## src/rtl/video_seq_pkg.sv

```systemverilog
// video_seq_pkg
// Shared definitions for the video clock sequencer: state encoding, default
// timing constants and a small helper used to size the timing counter.
// No ports (package).
package video_seq_pkg;

    // Sequencer state encoding
    localparam logic [2:0] ST_PLL_RST   = 3'd0;
    localparam logic [2:0] ST_WAIT_LOCK = 3'd1;
    localparam logic [2:0] ST_SETTLE    = 3'd2;
    localparam logic [2:0] ST_DIV_REL   = 3'd3;
    localparam logic [2:0] ST_SYS_REL   = 3'd4;
    localparam logic [2:0] ST_RUN       = 3'd5;
    localparam logic [2:0] ST_FAULT     = 3'd6;

    // Default timing, in clk cycles
    localparam int unsigned DEF_PLL_RST_CYCLES    = 16;
    localparam int unsigned DEF_LOCK_TIMEOUT      = 65535;
    localparam int unsigned DEF_SETTLE_CYCLES     = 1024;
    localparam int unsigned DEF_DIV_SETTLE_CYCLES = 64;
    localparam int unsigned DEF_MAX_RETRY         = 3;

    function automatic int unsigned max4(input int unsigned a, input int unsigned b,
                                         input int unsigned c, input int unsigned d);
        int unsigned m;
        m = a;
        if (b > m) m = b;
        if (c > m) m = c;
        if (d > m) m = d;
        return m;
    endfunction

endpackage

```

## src/rtl/sync_2ff.sv

```systemverilog
// sync_2ff
// Two-flop synchronizer for a single asynchronous level signal.
// Ports:
//   clk       - destination clock
//   ext_reset - asynchronous active-low reset, clears both flops
//   d         - asynchronous input
//   q         - synchronized output (two clk cycles of latency)
module sync_2ff (
    input  logic clk,
    input  logic ext_reset,
    input  logic d,
    output logic q
);

    logic meta;

    always_ff @(posedge clk or negedge ext_reset) begin
        if (!ext_reset) begin
            meta <= 1'b0;
            q    <= 1'b0;
        end else begin
            meta <= d;
            q    <= meta;
        end
    end

endmodule

```

## src/rtl/video_clk_sequencer.sv

```systemverilog
// video_clk_sequencer
// Brings up the video PLL and the clock domains it feeds: pulses the PLL
// reset, waits for a stable lock, releases the 5x-to-1x divider, then the
// video pipeline. Retries on lock timeout and gives up (FAULT) after
// MAX_RETRY failed attempts. Lock loss after the divider is released sends
// the sequence back to PLL_RST.
// Optional feature: define VIDSEQ_LOSS_COUNT_EN to add loss_count.
// Ports:
//   clk         - free-running crystal clock
//   ext_reset   - asynchronous active-low reset
//   pll_lock    - raw PLL lock (asynchronous)
//   pll_reset   - active-high PLL reset (registered)
//   div_resetn  - active-low divider reset (registered)
//   sys_resetn  - active-low video pipeline reset (registered)
//   video_ready - high in RUN (registered)
//   fault       - high in FAULT (registered)
//   loss_count  - RUN lock-loss events, saturating at 255 (optional)
// Parameters must all be >= 1.
module video_clk_sequencer
    import video_seq_pkg::*;
#(
    parameter int unsigned PLL_RST_CYCLES    = DEF_PLL_RST_CYCLES,
    parameter int unsigned LOCK_TIMEOUT      = DEF_LOCK_TIMEOUT,
    parameter int unsigned SETTLE_CYCLES     = DEF_SETTLE_CYCLES,
    parameter int unsigned DIV_SETTLE_CYCLES = DEF_DIV_SETTLE_CYCLES,
    parameter int unsigned MAX_RETRY         = DEF_MAX_RETRY
) (
    input  logic       clk,
    input  logic       ext_reset,
    input  logic       pll_lock,
    output logic       pll_reset,
    output logic       div_resetn,
    output logic       sys_resetn,
    output logic       video_ready,
    output logic       fault
`ifdef VIDSEQ_LOSS_COUNT_EN
    ,
    output logic [7:0] loss_count
`endif
);

    localparam int unsigned MAX_T   = max4(PLL_RST_CYCLES, LOCK_TIMEOUT, SETTLE_CYCLES,
                                           DIV_SETTLE_CYCLES);
    localparam int unsigned CNT_W   = $clog2(MAX_T) + 1;
    localparam int unsigned RETRY_W = $clog2(MAX_RETRY) + 1;

    localparam logic [CNT_W-1:0]   PLL_RST_LAST = CNT_W'(PLL_RST_CYCLES - 1);
    localparam logic [CNT_W-1:0]   LOCK_LAST    = CNT_W'(LOCK_TIMEOUT - 1);
    localparam logic [CNT_W-1:0]   SETTLE_LAST  = CNT_W'(SETTLE_CYCLES - 1);
    localparam logic [CNT_W-1:0]   DIV_LAST     = CNT_W'(DIV_SETTLE_CYCLES - 1);
    localparam logic [RETRY_W-1:0] RETRY_MAX    = RETRY_W'(MAX_RETRY);
    localparam logic [RETRY_W-1:0] RETRY_LAST   = RETRY_W'(MAX_RETRY - 1);

    logic               lock_s;
    logic [2:0]         state_q, state_d;
    logic [CNT_W-1:0]   cnt_q, cnt_d, cnt_inc;
    logic [RETRY_W-1:0] retry_q, retry_d, retry_inc;
    logic               run_loss;

    sync_2ff u_lock_sync (
        .clk       (clk),
        .ext_reset (ext_reset),
        .d         (pll_lock),
        .q         (lock_s)
    );

    // Both counters saturate so neither can wrap even if a parameter is odd.
    assign cnt_inc   = (cnt_q == '1) ? cnt_q : cnt_q + CNT_W'(1);
    assign retry_inc = (retry_q == RETRY_MAX) ? retry_q : retry_q + RETRY_W'(1);

    always_comb begin
        state_d  = state_q;
        cnt_d    = cnt_q;
        retry_d  = retry_q;
        run_loss = 1'b0;
        case (state_q)
            ST_PLL_RST: begin
                if (cnt_q == PLL_RST_LAST) begin
                    state_d = ST_WAIT_LOCK;
                    cnt_d   = '0;
                end else begin
                    cnt_d = cnt_inc;
                end
            end
            ST_WAIT_LOCK: begin
                if (lock_s) begin
                    state_d = ST_SETTLE;
                    cnt_d   = '0;
                end else if (cnt_q == LOCK_LAST) begin
                    // This timeout is attempt retry_q+1; give up once that
                    // reaches MAX_RETRY.
                    state_d = (retry_q >= RETRY_LAST) ? ST_FAULT : ST_PLL_RST;
                    cnt_d   = '0;
                    retry_d = retry_inc;
                end else begin
                    cnt_d = cnt_inc;
                end
            end
            ST_SETTLE: begin
                // A glitch only restarts the settle window; not a retry.
                if (!lock_s) begin
                    state_d = ST_WAIT_LOCK;
                    cnt_d   = '0;
                end else if (cnt_q == SETTLE_LAST) begin
                    state_d = ST_DIV_REL;
                    cnt_d   = '0;
                end else begin
                    cnt_d = cnt_inc;
                end
            end
            ST_DIV_REL: begin
                if (!lock_s) begin
                    state_d = ST_PLL_RST;
                    cnt_d   = '0;
                    retry_d = retry_inc;
                end else if (cnt_q == DIV_LAST) begin
                    state_d = ST_SYS_REL;
                    cnt_d   = '0;
                end else begin
                    cnt_d = cnt_inc;
                end
            end
            ST_SYS_REL: begin
                cnt_d = '0;
                if (!lock_s) begin
                    state_d = ST_PLL_RST;
                    retry_d = retry_inc;
                end else begin
                    state_d = ST_RUN;
                    retry_d = '0;
                end
            end
            ST_RUN: begin
                cnt_d = '0;
                if (!lock_s) begin
                    state_d  = ST_PLL_RST;
                    run_loss = 1'b1;
                end
            end
            ST_FAULT: begin
                cnt_d = '0;
            end
            default: begin
                state_d = ST_PLL_RST;
                cnt_d   = '0;
            end
        endcase
    end

    // Outputs are registered from the next state so they change on the same
    // edge as the state register; div/sys drop on the very edge that leaves
    // a released state.
    always_ff @(posedge clk or negedge ext_reset) begin
        if (!ext_reset) begin
            state_q     <= ST_PLL_RST;
            cnt_q       <= '0;
            retry_q     <= '0;
            pll_reset   <= 1'b1;
            div_resetn  <= 1'b0;
            sys_resetn  <= 1'b0;
            video_ready <= 1'b0;
            fault       <= 1'b0;
        end else begin
            state_q     <= state_d;
            cnt_q       <= cnt_d;
            retry_q     <= retry_d;
            pll_reset   <= (state_d == ST_PLL_RST) || (state_d == ST_FAULT);
            div_resetn  <= (state_d == ST_DIV_REL) || (state_d == ST_SYS_REL) ||
                           (state_d == ST_RUN);
            sys_resetn  <= (state_d == ST_SYS_REL) || (state_d == ST_RUN);
            video_ready <= (state_d == ST_RUN);
            fault       <= (state_d == ST_FAULT);
        end
    end

`ifdef VIDSEQ_LOSS_COUNT_EN
    always_ff @(posedge clk or negedge ext_reset) begin
        if (!ext_reset) begin
            loss_count <= 8'd0;
        end else if (run_loss && (loss_count != 8'hFF)) begin
            loss_count <= loss_count + 8'd1;
        end
    end
`else
    logic unused_run_loss;
    assign unused_run_loss = run_loss;
`endif

endmodule

```

## config.mk

```make
export PLATFORM = sky130hd
export DESIGN_NAME = video_clk_sequencer
export DESIGN_NICKNAME = d
export VERILOG_FILES = /design/src/rtl/video_seq_pkg.sv /design/src/rtl/sync_2ff.sv /design/src/rtl/video_clk_sequencer.sv
export SDC_FILE = /design/constraint.sdc
export NUM_CORES = 1
export LEC_CHECK = 0
export BUFFER_PORTS_ARGS = -buffer_cell sky130_fd_sc_hd__buf_2
export CAP_MARGIN = 20
export CORE_MARGIN = 1.5
export CORE_UTILIZATION = 64
export CTS_BUF_LIST = sky130_fd_sc_hd__clkbuf_4 sky130_fd_sc_hd__clkbuf_8 sky130_fd_sc_hd__clkbuf_16
export DETAILED_ROUTE_END_ITERATION = 10
export HOLD_SLACK_MARGIN = 0.15
export PLACE_DENSITY_LB_ADDON = 0.3
export SETUP_SLACK_MARGIN = 0.5
export SLEW_MARGIN = 30
export SYNTH_ARGS = -nofsm -noshare
export SYNTH_HDL_FRONTEND = slang
export SYNTH_HIERARCHICAL = 1
export SYNTH_SLANG_ARGS = --single-unit
```

## constraint.sdc

```tcl
create_clock -name clk -period 3 [get_ports clk]
set_input_delay 0.3 -clock clk [delete_from_list [all_inputs] [get_ports clk]]
set_output_delay 0.3 -clock clk [all_outputs]
set_load 0.02 [all_outputs]
```

==> results of run 1 <==
[cells in the final DEF, fill, tap and decap left out, types with 4 or more instances in the layout]
master,count
a21oi_1,4
buf_2,7
clkbuf_4,6
dfrtp_1,29
ha_1,4
inv_1,4
nand2_1,15
nand3_1,5
nand4_1,8
nor2_1,24
nor2b_1,6
nor3_1,6
o21ai_0,5
xnor2_1,4
xor2_1,9
[kinds of logic (layout without fill, tap and decap cells)]
kind of cell	count (synthesis)	in the layout	share of synthesized area, %
compound gates	23	23	9.98
fa+ha+maj	4	4	3.14
buf+inv	8	21	2.44
simple gates	83	83	28.6
mux	1	1	1.41
xor+xnor	13	13	7.15
flops	30	30	47.2
[metrics by stage]
| stage | area [µm²] | cells | setup slack (ns) |
|---|---|---|---|
| finish | 1720 | 203 | 0.680 |
| CTS | 1720 | 203 | 0.698 |
| global placement | 1640 | 193 | 0.866 |
| global route | 1720 | 203 | 0.520 |
| floorplan | 1590 | 162 | 1.09 |
| detailed placement | 1640 | 193 | 0.730 |
[worst max-delay path: cells and delay by family (launching register included)]
kind                       cells  cell delay [ns]
AOI/OAI and AO/OA              1             0.16
adders and majority gates      1             0.26
DFF                            1             0.47
and+or+nand+nor                5             1.35
[path summary, 6_finish.rpt]
path,start,end,depth (start not counted)
max,cnt_q[0],cnt_q[8],7
min,u_lock_sync/meta,u_lock_sync/q,0
max reg2reg,cnt_q[0],cnt_q[8],7
min reg2reg,u_lock_sync/meta,u_lock_sync/q,0
max in group asynchronous,ext_reset,retry_q[1],2
min in group asynchronous,ext_reset,state_q[0],2
[flip-flops by register name (all words and copies together) (netlist names)]
register,cells
cnt_q,17
retry_q,3
state_q,3
div_resetn,1
fault,1
pll_reset,1
sys_resetn,1
u_lock_sync/meta,1
u_lock_sync/q,1
video_ready,1
[metal layers]
layer	global-route usage [%]	vias up	share of wire, %
met1	35.2	600	46
met2	41.7	44	47
li1	-	598	-
met3	7.34	6	4.6
met4	17.1	0	1.9
met5	0	-	0
[power groups by stage]
stage / Clock [µW] / Sequential (µW) / Combinational (µW)
2_1_floorplan: 0 / 549 / 274
3_3_place_gp: 0 / 564 / 303
3_5_place_dp: 0 / 574 / 324
4_1_cts: 261 / 565 / 327
5_1_grt: 283 / 584 / 371
6_report: 256 / 567 / 324
[cell usage after synthesis, types with 2 or more instances]
| library cell | n |
|---|---|
| a211oi_1 | 2 |
| a21oi_1 | 4 |
| and3_1 | 3 |
| and4_1 | 2 |
| clkbuf_1 | 2 |
| dfrtp_1 | 29 |
| ha_1 | 4 |
| inv_1 | 4 |
| nand2_1 | 15 |
| nand3_1 | 5 |
| nand4_1 | 8 |
| nand4_2 | 2 |
| nor2_1 | 24 |
| nor2b_1 | 6 |
| nor3_1 | 6 |
| o21ai_0 | 5 |
| o31ai_1 | 3 |
| or3_1 | 3 |
| xnor2_1 | 4 |
| xor2_1 | 9 |
[what timing repair did]
action                                 CTS  global route
setup endpoints to repair                0             0
endpoints found under the hold margin   30             0
hold buffers                             2             0
buffers inserted                         0             0
[layout make-up]
class,count,area [µm²]
Multi-Input combinational cell,124,801
Inverter,4,15.0
Tap cell,28,35.0
Sequential cell,30,752
Clock buffer,7,58.8
Timing Repair Buffer,9,55.1
Clock inverter,1,5.00
Fill cell,152,554
==> flow_metrics.tcl, run 1 <==
set metrics [dict create \
    end_kind "flop" \
    cts_tree "done" \
    p_sw_share_pct 36.3 \
    p_comb_share_pct 28.3 \
    gp_congestion 0.904 \
    hpwl_um 2200 \
    antenna_cells 0 \
    hold_viol 0 \
    antenna_found_initial 0 \
    clockBufferDepth 2 \
    die-area_mm2 0.00279 \
    cap_violations 0 \
    tns_ns 0 \
    status "complete, no violations" \
    yosysWarnings 6 \
    netlist_top_cells_area "dfrtp_1, nor2_1, xor2_1, nand2_1, ha_1" \
    power_frac_seq_pct 49.4 \
    worst_slew_pin_slew_ns 0.637 \
    max_stage_delay_ns 0.47 \
    critical_path.cell_chain "ha_1 -> and3_1 -> and4_1 -> nand4_1 -> nand2_1 -> or3_1 -> a21oi_1" \
    fmax_mhz 431 \
    synth_top_area_cell "dfrtp_1" \
    maxSlewHeadroom_pct 57.5 \
    synthArstFlopShare_pct 100 \
    maxSlewViolCount 0 \
    grt_usage_pct 27.6 \
    cts_root_buffer "clkbuf_4" \
    synth_edf_count 0 \
    fin_skew_ns 0.00335 \
    antenna_left 0 \
    finalSetupViolations 0 \
    synth.distinct_cells 42 \
    postSynthAreaPerCell_um2 9.82 \
    fp.dieH_um 52.9 \
    nNetsFinal 181 \
    viasPerCell 6.15 \
    yosysSeqAreaShare_pct 47.2 \
    path_clk_slew_ns 0.09 \
    core_area_mm2 0.00228 \
    start_util_pct 69.9 \
    fin_util_pct 75.6 \
    intPower_uw 731 \
    power.density_mw_per_mm2 666 \
    ctsResizeCount 0 \
    boundaryPins 8 \
    vias 1248 \
    start_kind "flop" \
    cts_buffers 5 \
    rsz0062_at_grt "no" \
    insertion_delay_ns 0.32 \
    first_global_vias 1254 \
    p_sw_uw 416 \
    power_frac_clock_pct 22.3 \
    die_w_um 52.9 \
    layout-drive-gt1-share_pct 14.9 \
    fin_crit_sh_pct 77.3 \
    ir_drop_v 0.000563 \
    syn_nets 169 \
    mappedNetlistArea_mm2 0.00159 \
    drt_iter0_markers 40 \
    io_buffers 7 \
    cpMaxStageDelayCell "dfrtp_1" \
    ys_ff_latch 30 \
    synth_ff_type "dfrtp_1" \
    fin_crit_ns 2.32 \
    grt_max_degree 31 \
    p_total_uw 1150 \
    overflow 0 \
    leakagePower_uw 0.000812 \
    synth_top_area_share_pct 45.6 \
    holdCritPathClass "reg -> reg" \
    arrival_ns 2.57 \
    first_pass_iters 4 \
    grt_pass1_wl_um 5440 \
    path_class "reg -> reg" \
    crit_required_ns 3.25 \
    syn_to_final_growth_pct 8.18 \
    htree_levels 2 \
    num_rows 17 \
    reg2reg_slack_ns 0.68 \
    synthCells 162 \
    hold_ws_ns 0.354 \
    drt-total-wl_um 3150 \
    drc_errors 0 \
    worst-path-max-fanout 12 \
    routedWlPerCell_um 15.5 \
    cts.sinks 30 \
]
(Power assumes the default switching activity.)
==> run 2, diff against run 1 <==
--- a/config.mk
+++ b/config.mk
@@ -5,10 +5,11 @@
 export SDC_FILE = /design/constraint.sdc
 export NUM_CORES = 1
 export LEC_CHECK = 0
+export ABC_AREA = 1
 export BUFFER_PORTS_ARGS = -buffer_cell sky130_fd_sc_hd__buf_2
 export CAP_MARGIN = 20
 export CORE_MARGIN = 1.5
-export CORE_UTILIZATION = 64
+export CORE_UTILIZATION = 55
 export CTS_BUF_LIST = sky130_fd_sc_hd__clkbuf_4 sky130_fd_sc_hd__clkbuf_8 sky130_fd_sc_hd__clkbuf_16
 export DETAILED_ROUTE_END_ITERATION = 10
 export HOLD_SLACK_MARGIN = 0.15
==> constraint.sdc (replaced) <==
create_clock -name clk -period 2.1 [get_ports clk]
set_input_delay 0.21 -clock clk [delete_from_list [all_inputs] [get_ports clk]]
set_output_delay 0.21 -clock clk [all_outputs]
set_load 0.02 [all_outputs]
==> run 2 against run 1 <==
Against the previous run: clock-buffer cell count shrank 2; critical path depth rose by 7; clock power increased by 78%; combinational power rose to 3.0 times the previous value; critical endpoint is now cnt_q[0]; sequential cell count is the same; global-route usage shrank 2.8 points; synthesized cell count is 57% higher; critical path type unchanged.
==> flow_metrics.tcl, run 2 <==
set metrics [dict create \
    arrival_ns 1.95 \
    die-area_mm2 0.00372 \
    crit_required_ns 2.33 \
    rsz0062_at_grt "yes" \
    multi_input_area_um2 975 \
    netlist_top_cells_area "dfrtp_1, nand2_1, nor2_1, inv_1, nor2_2" \
    fin_skew_ns 0.00425 \
    first_global_vias 1515 \
    synth_ff_type "dfrtp_1" \
    drt_iter0_markers 93 \
    largest_reg_flops 17 \
    fp.dieH_um 61.0 \
    mappedNetlistArea_mm2 0.00185 \
    viasPerCell 5.01 \
    finalSetupViolations 0 \
    overflow 0 \
    io_buffers 7 \
    synth_top_area_cell "dfrtp_1" \
    hold_viol 0 \
    largest-register "cnt_q" \
    num_rows 20 \
    insertion_delay_ns 0.33 \
    fin_util_pct 69.2 \
    maxSlewHeadroom_pct 55.4 \
    boundaryPins 8 \
    cts_buffers 5 \
    fin_crit_ns 1.73 \
    htree_levels 2 \
    synth_common_cells "nand2_1, nor2_1, inv_1, dfrtp_1, nand3_1" \
    hpwl_um 2750 \
    die_w_um 61.0 \
    synth.distinct_cells 28 \
    syn_to_final_growth_pct 16.9 \
    grt_max_degree 31 \
    syn_nets 262 \
    drt-total-wl_um 4030 \
    start_util_pct 59.2 \
    antenna_cells 0 \
    grt_pass1_wl_um 6750 \
    final_cell_mix "nand2_1, nor2_1, inv_1" \
    yosysSeqAreaShare_pct 40.6 \
    yosys.cell_count.top_type "nand2_1" \
    antenna_found_initial 0 \
    postSynthAreaPerCell_um2 7.26 \
    leakagePower_uw 0.00112 \
    drc_errors 0 \
    vias 1614 \
    start_kind "flop" \
    holdCritPathClass "reg -> reg" \
    first_pass_iters 4 \
    cts_tree "done" \
    synthArstFlopShare_pct 100 \
    cap_violations 0 \
    power.density_mw_per_mm2 1030 \
    seq_area_um2 754 \
    synthCells 255 \
    ir_drop_v 0.00101 \
    tns_ns 0 \
    antenna_left 0 \
    layout-drive-gt1-share_pct 21.9 \
    fill_cells 265 \
    worst-path-max-fanout 10 \
    path_class "reg -> reg" \
    cts.sinks 30 \
    fmax_mhz 579 \
    maxSlewViolCount 0 \
    synth_top_area_share_pct 39.2 \
    yosysWarnings 6 \
    synth_edf_count 0 \
    path_clk_slew_ns 0.10 \
    nNetsFinal 284 \
    top_regs "cnt_q x17, retry_q x3, state_q x3" \
    core_area_mm2 0.00313 \
    routedWlPerCell_um 12.5 \
    ys_ff_latch 30 \
    grt_usage_pct 24.9 \
    cts_root_buffer "clkbuf_4" \
    end_kind "flop" \
    status "complete, no violations" \
    fin_crit_sh_pct 82.2 \
    clockBufferDepth 2 \
    layout_commonest_cell "nand2_1" \
    worst_slew_pin_slew_ns 0.670 \
    gp_congestion 0.892 \
]
run 2: cell types whose count changed in the layout (fill, tap and decap cells not counted), sizes merged, moves of 7 or more:
cell / before / now
nor2: 24 / 59
nand2: 15 / 64
buf: 7 / 15
nand3: 5 / 18
inv: 4 / 42
nand4: 10 / 3
run 2: routing by layer:
metal	part of all wire [%]	global-route usage (%)	up-vias	routed length [µm]
li1	-	-	825	-
met1	46	34.3	733	1870
met2	46	39.4	43	1870
met3	5.1	5.67	13	205
met4	2.1	7.45	0	86
met5	0	0	-	0
run 2: final timing paths:
check                                 start  cells after the start            end  slack (ns)
setup / recovery                   cnt_q[0]                     14       cnt_q[0]        0.37
hold / removal             u_lock_sync/meta                      0  u_lock_sync/q        0.36
setup reg to reg                   cnt_q[0]                     14       cnt_q[0]        0.37
hold reg to reg            u_lock_sync/meta                      0  u_lock_sync/q        0.36
max in group asynchronous         ext_reset                      2       cnt_q[1]        1.19
min in group asynchronous         ext_reset                      2      cnt_q[15]        0.43
run 2: cell type report:
cell class | instances | area share, %
clock buffer | 5 | 1.73
clock inverter | 3 | 1.85
inverter | 43 | 7.51
multi-input combinational | 180 | 45.0
sequential | 30 | 34.9
tap | 44 | 2.54
timing repair buffer | 17 | 6.47
run 2: power by group:
part	switching [µW]	internal, µW
Sequential	120	675
Clock	209	246
Combinational	535	446
Total	865	1370
run 2: per-stage QoR:
stage	cell area (µm²)	setup slack [ns]	instances	power, µW	hold WS (ns)
finish	2160	0.373	322	2230	0.357
global placement	1940	0.327	304	1440	0.275
global route	2160	0.230	322	2380	0.371
floorplan	1880	0.503	255	1360	-0.0856
CTS	2140	0.378	320	2170	0.358
detailed placement	1940	0.297	304	1460	0.281
run 2: kinds of logic (layout without fill, tap and decap cells):
kind of cell / after synthesis / in the layout / share of synthesized area, %
and+or+nand+nor: 149 / 149 / 36.8
DFF: 30 / 30 / 40.6
buffers and inverters: 45 / 68 / 10.1
xor gates and xnor gates: 10 / 10 / 4.73
AOI/OAI and AO/OA: 17 / 17 / 5.07
adders and majority gates: 4 / 4 / 2.70
run 2: critical path, cell delays in order, from the launching register on:
cell and delay [ns]:
dfrtp_2 0.46, inv_2 0.10, ha_4 0.13, inv_2 0.03, nor2_1 0.07, nand2_1 0.06
nor2_2 0.11, nand2_1 0.08, nand2_1 0.06, nand2_1 0.06, clkinv_2 0.06, nand2_4 0.06
nor2_8 0.14, buf_12 0.14, nor2_1 0.05
run 2: repair_timing:
item | in CTS | in global routing
cloned | 0 | 0
endpoints found under the hold margin | 30 | 0
gates resized for setup | 8 | 4
setup buffers | 6 | 2
pin swaps | 1 | 1
hold buffers | 2 | 0
endpoints found under the setup margin | 22 | 26
